File: config.mk
export PLATFORM = sky130hd
export DESIGN_NAME = puf_challenge_sequencer_flat
export DESIGN_NICKNAME = d
export VERILOG_FILES = /design/src/rtl/puf_ctrl_pkg.sv /design/src/rtl/puf_challenge_sequencer_if.sv /design/src/rtl/puf_sync2.sv /design/src/rtl/puf_challenge_sequencer.sv /design/src/flat_wrapper.sv
export SDC_FILE = /design/constraint.sdc
export NUM_CORES = 1
export LEC_CHECK = 0
export CAP_MARGIN = 10
export CORE_MARGIN = 2
export CORE_UTILIZATION = 46
export DETAILED_ROUTE_END_ITERATION = 10
export PLACE_DENSITY = 0.75
export SYNTH_ARGS = -nofsm -noshare
export SYNTH_HDL_FRONTEND = slang
export SYNTH_HIERARCHICAL = 1
export SYNTH_SLANG_ARGS = --single-unit
File: constraint.sdc
create_clock -name clk -period 3.2 [get_ports clk]
set_input_delay 0.64 -clock clk [delete_from_list [all_inputs] [get_ports clk]]
set_output_delay 0.64 -clock clk [all_outputs]
set_load 0.05 [all_outputs]
File: src/rtl/puf_ctrl_pkg.sv
// rtl/puf_ctrl_pkg.sv - shared types, default timing constants and challenge rotate helper
//
// Contents:
//   puf_state_t      sequencer FSM state encoding
//   DEF_*            default cycle counts for clear, settle and race timeout
//   MAX_CW           widest challenge the rotate helper supports
//   rotl1(v, w)      rotate the low w bits of v left by one, upper bits forced to 0
package puf_ctrl_pkg;

    typedef enum logic [2:0] {
        ST_IDLE,
        ST_CLEAR,
        ST_SETTLE,
        ST_LAUNCH,
        ST_WAIT,
        ST_RECORD,
        ST_DONE
    } puf_state_t;

    localparam int DEF_CLR_CYC     = 2;
    localparam int DEF_SETTLE_CYC  = 4;
    localparam int DEF_TIMEOUT_CYC = 64;

    localparam int MAX_CW = 64;

    // When w == MAX_CW the shift overflows to 0, so the mask becomes all ones.
    function automatic logic [MAX_CW-1:0] rotl1(input logic [MAX_CW-1:0] v, input int w);
        logic [MAX_CW-1:0] mask;
        mask  = (MAX_CW'(1) << w) - MAX_CW'(1);
        rotl1 = ((v << 1) | (v >> (w - 1))) & mask;
    endfunction

endpackage

File: src/rtl/puf_challenge_sequencer_if.sv
// rtl/puf_challenge_sequencer_if.sv - host-side request/response bundle of the PUF sequencer
//
// Signals:
//   start         request, sampled only while the sequencer is idle
//   challenge_in  base challenge, latched on an accepted start
//   busy          sequencer working on a request
//   resp_valid    one-cycle pulse, response complete
//   response      voted response, held until the next accepted start
//   timeout       sticky flag: some race of this request timed out
// Modports: master (host side), slave (sequencer side).
interface puf_challenge_sequencer_if #(
    parameter int CW = 32,
    parameter int RW = 8
);
    logic          start;
    logic [CW-1:0] challenge_in;
    logic          busy;
    logic          resp_valid;
    logic [RW-1:0] response;
    logic          timeout;

    modport master (
        output start, challenge_in,
        input  busy, resp_valid, response, timeout
    );

    modport slave (
        input  start, challenge_in,
        output busy, resp_valid, response, timeout
    );
endinterface

File: src/rtl/puf_sync2.sv
// rtl/puf_sync2.sv - two-flop synchronizer for one asynchronous arbiter signal
//
// Ports:
//   clk  system clock
//   rst  asynchronous active-high reset, clears both flops
//   d    asynchronous input
//   q    synchronized output, two cycles behind d
module puf_sync2 (
    input  logic clk,
    input  logic rst,
    input  logic d,
    output logic q
);
    logic meta;

    always_ff @(posedge clk or posedge rst) begin
        if (rst) begin
            meta <= 1'b0;
            q    <= 1'b0;
        end else begin
            meta <= d;
            q    <= meta;
        end
    end
endmodule

File: src/rtl/puf_challenge_sequencer.sv
// rtl/puf_challenge_sequencer.sv - arbiter-PUF challenge sequencer with per-bit majority voting
//
// Ports:
//   clk, rst       system clock, asynchronous active-high reset
//   host           slave side of the request/response bundle
//   puf_challenge  challenge driven to the delay chain (current rotated challenge)
//   arb_rst        race arbiter reset, held high while idle, clearing and done
//   launch         one-cycle race launch pulse
//   arb_done       arbiter decision ready (asynchronous)
//   arb_result     arbiter winner (asynchronous, stable before arb_done rises)
module puf_challenge_sequencer
    import puf_ctrl_pkg::*;
#(
    parameter int CW          = 32,
    parameter int RW          = 8,
    parameter int VOTES       = 5,
    parameter int CLR_CYC     = DEF_CLR_CYC,
    parameter int SETTLE_CYC  = DEF_SETTLE_CYC,
    parameter int TIMEOUT_CYC = DEF_TIMEOUT_CYC
) (
    input  logic                       clk,
    input  logic                       rst,
    puf_challenge_sequencer_if.slave   host,
    output logic [CW-1:0]              puf_challenge,
    output logic                       arb_rst,
    output logic                       launch,
    input  logic                       arb_done,
    input  logic                       arb_result
);
    localparam int CNT_MAX = (TIMEOUT_CYC > CLR_CYC)
                           ? ((TIMEOUT_CYC > SETTLE_CYC) ? TIMEOUT_CYC : SETTLE_CYC)
                           : ((CLR_CYC > SETTLE_CYC) ? CLR_CYC : SETTLE_CYC);
    localparam int CNT_W = $clog2(CNT_MAX + 1);
    localparam int VI_W  = $clog2(VOTES + 1);
    localparam int BI_W  = $clog2(RW + 1);

    puf_state_t    state, state_n;
    logic [CNT_W-1:0] cnt, cnt_n;
    logic [CW-1:0] cur_chal, chal_n;
    logic [VI_W-1:0] vote_idx, vote_idx_n;
    logic [VI_W-1:0] vote_cnt, vote_cnt_n;
    logic [VI_W-1:0] vote_sum;
    logic [BI_W-1:0] bit_idx, bit_idx_n;
    logic [RW-1:0] response, response_n;
    logic          timeout_r, timeout_n;
    logic          rec_bit, rec_bit_n;
    logic          done_s, result_s;

    puf_sync2 u_sync_done   (.clk(clk), .rst(rst), .d(arb_done),   .q(done_s));
    puf_sync2 u_sync_result (.clk(clk), .rst(rst), .d(arb_result), .q(result_s));

    always_ff @(posedge clk or posedge rst) begin
        if (rst) begin
            state <= ST_IDLE;
        end else begin
            state <= state_n;
        end
    end

    always_ff @(posedge clk or posedge rst) begin
        if (rst) begin
            cnt       <= '0;
            cur_chal  <= '0;
            vote_idx  <= '0;
            vote_cnt  <= '0;
            bit_idx   <= '0;
            response  <= '0;
            timeout_r <= 1'b0;
            rec_bit   <= 1'b0;
        end else begin
            cnt       <= cnt_n;
            cur_chal  <= chal_n;
            vote_idx  <= vote_idx_n;
            vote_cnt  <= vote_cnt_n;
            bit_idx   <= bit_idx_n;
            response  <= response_n;
            timeout_r <= timeout_n;
            rec_bit   <= rec_bit_n;
        end
    end

    // The vote being recorded is folded in before the majority decision.
    assign vote_sum = vote_cnt + VI_W'(rec_bit);

    always_comb begin
        state_n    = state;
        cnt_n      = cnt;
        chal_n     = cur_chal;
        vote_idx_n = vote_idx;
        vote_cnt_n = vote_cnt;
        bit_idx_n  = bit_idx;
        response_n = response;
        timeout_n  = timeout_r;
        rec_bit_n  = rec_bit;
        case (state)
            ST_IDLE: begin
                if (host.start) begin
                    state_n    = ST_CLEAR;
                    cnt_n      = '0;
                    chal_n     = host.challenge_in;
                    vote_idx_n = '0;
                    vote_cnt_n = '0;
                    bit_idx_n  = '0;
                    response_n = '0;
                    timeout_n  = 1'b0;
                end
            end
            ST_CLEAR: begin
                if (cnt == CNT_W'(CLR_CYC - 1)) begin
                    state_n = ST_SETTLE;
                    cnt_n   = '0;
                end else begin
                    cnt_n = cnt + 1'b1;
                end
            end
            ST_SETTLE: begin
                if (cnt == CNT_W'(SETTLE_CYC - 1)) begin
                    state_n = ST_LAUNCH;
                    cnt_n   = '0;
                end else begin
                    cnt_n = cnt + 1'b1;
                end
            end
            ST_LAUNCH: begin
                state_n = ST_WAIT;
                cnt_n   = '0;
            end
            ST_WAIT: begin
                // A done on the last allowed cycle still wins over the timeout.
                if (done_s) begin
                    state_n   = ST_RECORD;
                    rec_bit_n = result_s;
                end else if (cnt == CNT_W'(TIMEOUT_CYC - 1)) begin
                    state_n   = ST_RECORD;
                    rec_bit_n = 1'b0;
                    timeout_n = 1'b1;
                end else begin
                    cnt_n = cnt + 1'b1;
                end
            end
            ST_RECORD: begin
                cnt_n = '0;
                if (vote_idx + 1'b1 < VI_W'(VOTES)) begin
                    vote_cnt_n = vote_sum;
                    vote_idx_n = vote_idx + 1'b1;
                    state_n    = ST_CLEAR;
                end else begin
                    for (int i = 0; i < RW; i++) begin
                        if (bit_idx == BI_W'(i)) begin
                            response_n[i] = (vote_sum > VI_W'(VOTES / 2));
                        end
                    end
                    chal_n     = CW'(rotl1(MAX_CW'(cur_chal), CW));
                    vote_cnt_n = '0;
                    vote_idx_n = '0;
                    bit_idx_n  = bit_idx + 1'b1;
                    state_n    = (bit_idx + 1'b1 == BI_W'(RW)) ? ST_DONE : ST_CLEAR;
                end
            end
            ST_DONE: begin
                state_n = ST_IDLE;
            end
            default: begin
                state_n = ST_IDLE;
            end
        endcase
    end

    assign puf_challenge   = cur_chal;
    assign arb_rst         = (state == ST_IDLE) || (state == ST_CLEAR) || (state == ST_DONE);
    assign launch          = (state == ST_LAUNCH);
    assign host.busy       = (state != ST_IDLE);
    assign host.resp_valid = (state == ST_DONE);
    assign host.response   = response;
    assign host.timeout    = timeout_r;
endmodule

File: src/flat_wrapper.sv
// flat-port wrapper written by rule: the top's interface ports become plain ports
module puf_challenge_sequencer_flat import puf_ctrl_pkg::*;
#(
    parameter int CW          = 32,
    parameter int RW          = 8,
    parameter int VOTES       = 5,
    parameter int CLR_CYC     = DEF_CLR_CYC,
    parameter int SETTLE_CYC  = DEF_SETTLE_CYC,
    parameter int TIMEOUT_CYC = DEF_TIMEOUT_CYC
)
  (clk, rst, puf_challenge, arb_rst, launch, arb_done, arb_result, host_start, host_challenge_in, host_busy, host_resp_valid, host_response, host_timeout);
  puf_challenge_sequencer_if #(.CW(CW), .RW(RW)) host_i ();
  input  logic clk;
  input  logic rst;
  output logic [CW-1:0] puf_challenge;
  output logic arb_rst;
  output logic launch;
  input  logic arb_done;
  input  logic arb_result;
  input wire logic [$bits(host_i.start)-1:0] host_start;
  input wire logic [$bits(host_i.challenge_in)-1:0] host_challenge_in;
  output wire logic [$bits(host_i.busy)-1:0] host_busy;
  output wire logic [$bits(host_i.resp_valid)-1:0] host_resp_valid;
  output wire logic [$bits(host_i.response)-1:0] host_response;
  output wire logic [$bits(host_i.timeout)-1:0] host_timeout;
  assign host_i.start = host_start;
  assign host_i.challenge_in = host_challenge_in;
  assign host_busy = host_i.busy;
  assign host_resp_valid = host_i.resp_valid;
  assign host_response = host_i.response;
  assign host_timeout = host_i.timeout;
  puf_challenge_sequencer #(.CW(CW), .RW(RW), .VOTES(VOTES), .CLR_CYC(CLR_CYC), .SETTLE_CYC(SETTLE_CYC), .TIMEOUT_CYC(TIMEOUT_CYC)) u_core (.clk(clk), .rst(rst), .host(host_i), .puf_challenge(puf_challenge), .arb_rst(arb_rst), .launch(launch), .arb_done(arb_done), .arb_result(arb_result));
endmodule
# After elaboration in Yosys (flattened, before gate mapping)
# Cells that the tools add are included.
# W data, S select, Z words.
# totals
register_bits	66
output_inout_bits	45
# op_classes
add_sub_neg	4
order_cmp	2
eq_ne	33
n_mux	42
bitwise_logic	1
reduce_logical	24
# op_table
op	n
$mux W32	2
$pmux W32 S2	1
$reduce_and A4 Y1	11
$mux W7	5
$pmux W7 S5	1
$or A32 B1 Y32	1
$mux W3	10
$ne A2 B1 Y1 const B	11
$pmux W3 S6	1
$eq A4 B3 Y1 const B	4
$mux W8	2
$pmux W8 S2	1
$mux W1	13
$pmux W3 S2	2
$eq A3 B3 Y1 const B	3
$eq A4 B2 Y1 const B	2
$mux W4	2
$ne A2 B2 Y1 const B	4
$pmux W4 S2	1
$add A7 B1 Y7 const B	1
$eq A7 B1 Y1 const B	1
$eq A7 B2 Y1 const B	1
$eq A7 B6 Y1 const B	1
$eq A3 B2 Y1 const B	2
other kinds (19)	23

# Depth between registers and ports, before layout
# Gate-level depths: netlist (run 1).
# logic_depth
word_depth	5
depth_mapped	8
ltp_nobuf	7

# By module
# Netlist (run 1), hierarchy kept.
# by_module_without_submodules
mod	n_inst	cells_each	area_per_inst_um2	seq_area_each_um2
puf_challenge_sequencer	1	329	3256.9	1551.5
puf_sync2	2	3	53.8	50.0

# Least setup slack after synthesis (run 1)
# Ideal clock, no wire load.
# synth_timing
path_type	reg-to-output
startpoint	register u_core.state[1]
endpoint	output port arb_rst
t_arrival_ps	1944
t_required_ps	2560
slack_ps	616
stages_incl_launch_ff	6
n_path_buf	2
cell_sequence	dfrtp_1 > clkbuf_1 > clkbuf_1 > nor2b_1 > and2_1 > o21bai_1
# synth_between
elab_cells_between_ends	5
classes_between	eq/ne: 2; reduce/logical: 3
# synth_lines
element	line	source
start: declaration	puf_challenge_sequencer.sv:37	puf_state_t state, state_n;
start signal: assignment	puf_challenge_sequencer.sv:56	state <= state_n;
$eq A3 B3 Y1	-	
net host_resp_valid	flat_wrapper.sv:23	output wire logic [$bits(host_i.resp_valid)-1:0] host_resp_valid;
$logic_or A1 B1 Y1	puf_challenge_sequencer.sv:170	assign arb_rst = (state == ST_IDLE) || (state == ST_CLEAR) || (state == ST_DONE);
end: declaration	flat_wrapper.sv:16	output logic arb_rst;
# The timed path passes the listed nets, and every way through them passes these cells.

# Worst setup path after layout (run 1)
# layout_timing
startpoint	register u_core.state[0]
endpoint	output port arb_rst
# layout_between
elab_chain_cells	3
elab_cells_between_ends	5
classes_between	eq/ne: 2; reduce/logical: 3
# layout_rtl
element	line
$eq A3 B1 Y1 or $logic_not A3 Y1 (tied branches)	puf_challenge_sequencer.sv:170
$logic_or A1 B1 Y1	puf_challenge_sequencer.sv:170
$logic_or A1 B1 Y1 (*)	puf_challenge_sequencer.sv:170
# Mark *: on every way between the ends. The rest lies on a longest branch, timed or not.

==> results of run 1 <==
==> through the flow <==
step | power [mW] | worst slack [ps] | cell area [sq um]
floorplan | 0.878 | 616 | 3360
global placement | 0.931 | 526 | 4300
detailed placement | 0.933 | 481 | 4300
CTS | 1.54 | 375 | 4470
global route | 1.58 | 257 | 4470
finish | 1.52 | 404 | 4470
==> logic make-up (layout without fill, tap and decap cells) <==
family / Yosys count / in the layout / synth area share (%)
and+or+nand+nor: 105 / 105 / 15.4
AOI/OAI and AO/OA: 89 / 89 / 17.3
DFF: 66 / 66 / 49.1
muxes: 33 / 33 / 9.86
buffers and inverters: 29 / 115 / 3.64
adders and majority gates: 10 / 10 / 3.72
xor gates and xnor gates: 3 / 3 / 1.00
==> worst register-to-register path, cell delays in order (launching register included) <==
cell and delay [ps]:
dfrtp_1 530, nor2b_1 280, nand2_2 100, buf_4 500
nand2_1 350, a32o_1 350
==> per-layer routing <==
layer / vias to the layer above / global-route usage [%] / wire length [um]
li1: 1354 / - / -
met2: 68 / 31.9 / 3560
met3: 11 / 6.37 / 471
met1: 1303 / 25.6 / 3420
met5: - / 0 / 0
met4: 0 / 8.82 / 116
==> layout make-up <==
class | instances | area [sq um]
Clock buffer | 11 | 131
Timing Repair Buffer | 87 | 881
Clock inverter | 5 | 31.3
Sequential cell | 66 | 1650
Multi-Input combinational cell | 240 | 1600
Tap cell | 99 | 124
Inverter | 12 | 45.0
Fill cell | 605 | 2710
==> cells in the final DEF, fill, tap and decap left out, drive strengths merged, types with 3 or more instances in the layout <==
cell type and n:
a21o 4, a21oi 42, a22o 5, a32o 8, buf 6, clkbuf 11
clkdlybuf4s50 81, clkinv 4, dfrtp 66, ha 10, inv 12, mux2i 32
nand2 20, nand2b 6, nand3 8, nor2 44, nor2b 5, nor3 6
o21ai 12, o22ai 5, o31ai 4, or4 4, xor2 3
==> worst min path at each step <==
| stage | start | end | slack, ps | depth (start not counted) |
|---|---|---|---|---|
| 3_5_place_dp | u_core/u_sync_done/meta | u_core/u_sync_done/q | 350 | 0 |
| 3_3_place_gp | u_core/u_sync_done/meta | u_core/u_sync_done/q | 340 | 0 |
| 5_1_grt | u_core/u_sync_result/meta | u_core/u_sync_result/q | 370 | 0 |
| 6_report | u_core/u_sync_done/meta | u_core/u_sync_done/q | 360 | 0 |
| 2_1_floorplan | u_core/u_sync_done/meta | u_core/u_sync_done/q | 330 | 0 |
| 4_1_cts | u_core/u_sync_done/meta | u_core/u_sync_done/q | 360 | 0 |
==> power by group <==
| part | switching (mW) | internal [mW] | leakage (nW) |
|---|---|---|---|
| clock | 0.329 | 0.279 | 0.0831 |
| sequential | 0.00107 | 0.836 | 0.862 |
| combinational | 0.0285 | 0.0483 | 1.21 |
| total | 0.359 | 1.16 | 2.16 |
==> synth_stat cells (all sizes together), types with 2 or more instances <==
| master | instances |
|---|---|
| inv | 12 |
| nor4 | 2 |
| o31ai | 4 |
| nor3b | 2 |
| nand3 | 8 |
| xor2 | 3 |
| or3 | 2 |
| ha | 10 |
| a22o | 5 |
| nand4 | 2 |
| o211ai | 2 |
| a21oi | 42 |
| nand2 | 20 |
| nor2 | 44 |
| nor3 | 6 |
| a32o | 8 |
| mux2i | 32 |
| a21o | 4 |
| buf | 11 |
| o21ai | 12 |
| clkbuf | 6 |
| dfrtp | 66 |
| nor2b | 5 |
| nand2b | 6 |
| o22ai | 5 |
| or4 | 4 |
==> flip-flops by register name, indices dropped and copies added, names as in the netlist <==
name / flops
u_core/bit_idx: 4
u_core/cnt: 7
u_core/host.response: 8
u_core/host.timeout: 1
u_core/puf_challenge: 32
u_core/rec_bit: 1
u_core/state: 3
u_core/u_sync_done/meta: 1
u_core/u_sync_done/q: 1
u_core/u_sync_result/meta: 1
u_core/u_sync_result/q: 1
u_core/vote_cnt: 3
u_core/vote_idx: 3
==> metrics, run 1 <==
status=finished clean; RSZ-0062 raised after global routing=false; Syn. warnings=6; Worst path max stage delay=810 ps; CP required=2560 ps; total number of vias=2736; Async SR Flop Fraction=100%; Worst Path Buf+Inv=1; ANT cells=0; worst hold margin=358 ps; Worst Setup SP=u_core/state[0]; dpl cells=504; Final Cycle Share=87.4%; CP delay by family, top=buffers and inverters; arrival time worst endpoint=2160 ps; synth top area cells=dfrtp_1, mux2i_1, a21oi_1, nor2_1, ha_1; worst hold path class=flip-flop to flip-flop; synthesized flop and latch total=66; pwr/cell area=341 mW/mm^2; clk buf depth=2; reg2reg end=u_core/host.response[1]; Row Count=31; Slew HR=57.1%; WS Path Type=flip-flop to primary output; utilization after layout=62.2%; Post-synth EDFFs=0; post-route ant nets=0; H-Tree Level Count=3; initial antenna violation count=0; Clock Skew=4.32 ps; gr usage total=20.2%; TritonCTS Sinks=66; Setup TNS=0 ps; Die X-Extent=89.5 um; Initial Utilization=46.9%; Clock Latency Late Sink=340 ps; final std cells w/o fill=520; Post-CTS Hold Buffers=0; Worst setup SP type=flip-flop; Syn Area/Cell=10.0 sq um; DRC=0; minimum clock period after layout=2800 ps; final WL=7570 um; CTS tree=done; clock root cell=clkbuf_8; nets=463; grt total ovfl=0; share of the synthesized area in the top cell type=49.1%; routability cong.=0.817; area leader, netlist=dfrtp_1; dominant synthesized flop cell=dfrtp_1; max_cap viols=0; Detailed Route Iter0 Violations=130; fmax=358 MHz; critical path depth in cells=4; leak pwr=2.16 nW; r2r worst-path depth=5; Area Growth Syn to Fin=32.7%; synth unique cells=45; first-pass GRT wire length=12400 um; worst-path maximum fanout=15; Num CTS Buffers=9; setup slack, reg-to-reg=990 ps; CP max stage cell=clkdlybuf4s50_1; Hold Fails Final Rpt=0; worst slew pin tran=643 ps; Peak VDD IR=193 uV; CP endpoint=arb_rst; top-level port count=82; Die ar.=0.00801 sq mm; Clock transition at path regs=70 ps; CTS resizes=0; core area=0.00718 sq mm; Port Buf Inserts=81; Reg-to-Reg Start=u_core/state[0]; HPWL after detailed placement=5290 um; Post-Syn Nets=382; Avg WL per Cell=14.6 um; cell breakdown of the critical path=nor2b_1, and2_1, o21bai_1, clkdlybuf4s50_1; via/cell ratio=5.26; share of cells above drive strength 1=8.55%; vias in the first global route=2659; # setup viols final=0; TritonRoute pass-1 iters=4; Post-Syn Area=0.00336 sq mm; Syn Inst Count=335; Setup crit end kind=primary output; sequential area share after synthesis=49.1%; largest net degree at the start of global routing=66; Chip Height=89.5 um; post-CTS setup buffers=0; fin. max-slew vios=0
Note: power is estimated with default switching activity, not from simulation.
==> inputs of run 2 (changes only) <==
- CELL_PAD_IN_SITES_DETAIL_PLACEMENT: unset -> 1
- CELL_PAD_IN_SITES_GLOBAL_PLACEMENT: unset -> 1
- CORE_UTILIZATION: 46 -> 41
- PLACE_DENSITY: 0.75 -> unset
- PLACE_DENSITY_LB_ADDON: unset -> 0.1
==> run 2 against run 1 <==
Compared with the run above:
- non-clock buffer count did not move
- critical path type unchanged
- worst setup slack worse by 13 ps
- global-route usage hardly changed
- final cell count grew 1.2%
==> metrics, run 2 (synthesized netlist as in run 1, its figures left out) <==
Die X-Extent=94.6 um; fmax=356 MHz; Storage cell area=0.00165 sq mm; CTS resizes=0; Num CTS Buffers=9; CTS tree=done; # setup viols final=0; fillers=910; worst-path maximum fanout=15; Setup TNS=0 ps; initial antenna violation count=0; status=finished clean; pwr/cell area=367 mW/mm^2; Final Cycle Share=87.8%; share of cells above drive strength 1=8.79%; worst slew pin tran=648 ps; DRC=0; Peak VDD IR=190 uV; clk buf depth=2; max_cap viols=0; Area Growth Syn to Fin=34.5%; first-pass GRT wire length=14100 um; WS Path Type=flip-flop to primary output; Clock Latency Late Sink=340 ps; Initial Utilization=41.6%; Row Count=33; leak pwr=2.18 nW; final WL=8510 um; clock root cell=clkbuf_8; Worst path max stage delay=820 ps; HPWL after detailed placement=6030 um; Clock Skew=13.4 ps; post-CTS setup buffers=0; total number of vias=2785; Post-CTS Hold Buffers=0; TritonCTS Sinks=66; commonest non-fill, non-tap cell in the layout=clkdlybuf4s50_1; TritonRoute pass-1 iters=4; max FFs per register=32; CP max stage cell=clkdlybuf4s50_1; Tot Pwr=1.66 mW; worst hold path class=flip-flop to flip-flop; routability cong.=0.776; vias in the first global route=2814; via/cell ratio=5.29; Die ar.=0.00895 sq mm; Port Buf Inserts=81; nets=463; gr usage total=20.2%; Setup crit end kind=primary output; multi-input logic area=0.00160 sq mm; Avg WL per Cell=16.2 um; Chip Height=94.6 um; most frequent cells in the layout=clkdlybuf4s50_1, dfrtp_1, nor2_1, a21oi_1, mux2i_1; core area=0.00809 sq mm; fin. max-slew vios=0; setup slack, reg-to-reg=920 ps; H-Tree Level Count=3; Hold Fails Final Rpt=0; Clock transition at path regs=70 ps; cell breakdown of the critical path=nor2b_1, and2_1, o21bai_1, clkdlybuf4s50_1; arrival time worst endpoint=2170 ps; grt total ovfl=0; CP required=2560 ps; Slew HR=56.7%; top-level port count=82; Detailed Route Iter0 Violations=116; Worst setup SP type=flip-flop; ANT cells=0; minimum clock period after layout=2810 ps; RSZ-0062 raised after global routing=false; post-route ant nets=0; largest net degree at the start of global routing=65
-- run 2: cell types whose count changed in the layout (fill, tap and decap cells not counted), sizes merged --
cell,previous run,this run
clkbuf,11,13
bufinv,0,1
clkinv,4,1
-- run 2: final timing paths --
kind	start	endpoint	depth (start not counted)
setup / recovery	u_core/state[0]	arb_rst	4
hold / removal	u_core/u_sync_done/meta	u_core/u_sync_done/q	0
setup reg to reg	u_core/state[2]	u_core/host.response[7]	6
hold reg to reg	u_core/u_sync_done/meta	u_core/u_sync_done/q	0
max in group asynchronous	rst	u_core/host.response[7]	3
min in group asynchronous	rst	u_core/u_sync_result/meta	2
-- run 2: stage by stage --
stage	std cells	util (%)	hold slack, ps	setup slack (ps)	area [sq um]
floorplan	335	-	331	616	3360
global placement	510	53.3	333	512	4310
detailed placement	510	53.3	341	480	4310
CTS	526	55.9	358	346	4530
global route	526	55.9	364	259	4530
finish	526	55.9	355	391	4530
-- run 2: area by class of cell --
class                   instances  share of cell area (%)
multi-input cells             240                    35.4
repair buffers                 87                    19.5
clock buffers                  13                    3.73
inverters                      12                   0.995
flip-flops and latches         66                    36.5
well taps                     105                    2.90
clock inverters                 3                    1.02
-- run 2: report_power, final --
part	total (mW)	switching, mW	internal (mW)
Combinational	0.0785	0.0302	0.0483
Clock	0.746	0.320	0.426
Sequential	0.837	0.00124	0.836
-- run 2: critical path: cells and delay by family, from the launching register on --
family          cells  cell delay (ps)
compound gates      1              110
buf+inv             1              820
flops               1              540
simple gates        2              370
-- run 2: layer usage --
| metal | vias to the layer above | GRT usage (%) | part of all wire [%] | routed length (um) |
|---|---|---|---|---|
| met5 | - | 0 | 0 | 0 |
| met4 | 0 | 5.80 | 1.0 | 87 |
| met2 | 48 | 34.2 | 52 | 4400 |
| li1 | 1355 | - | - | - |
| met3 | 7 | 5.27 | 3.5 | 300 |
| met1 | 1375 | 25.6 | 44 | 3720 |
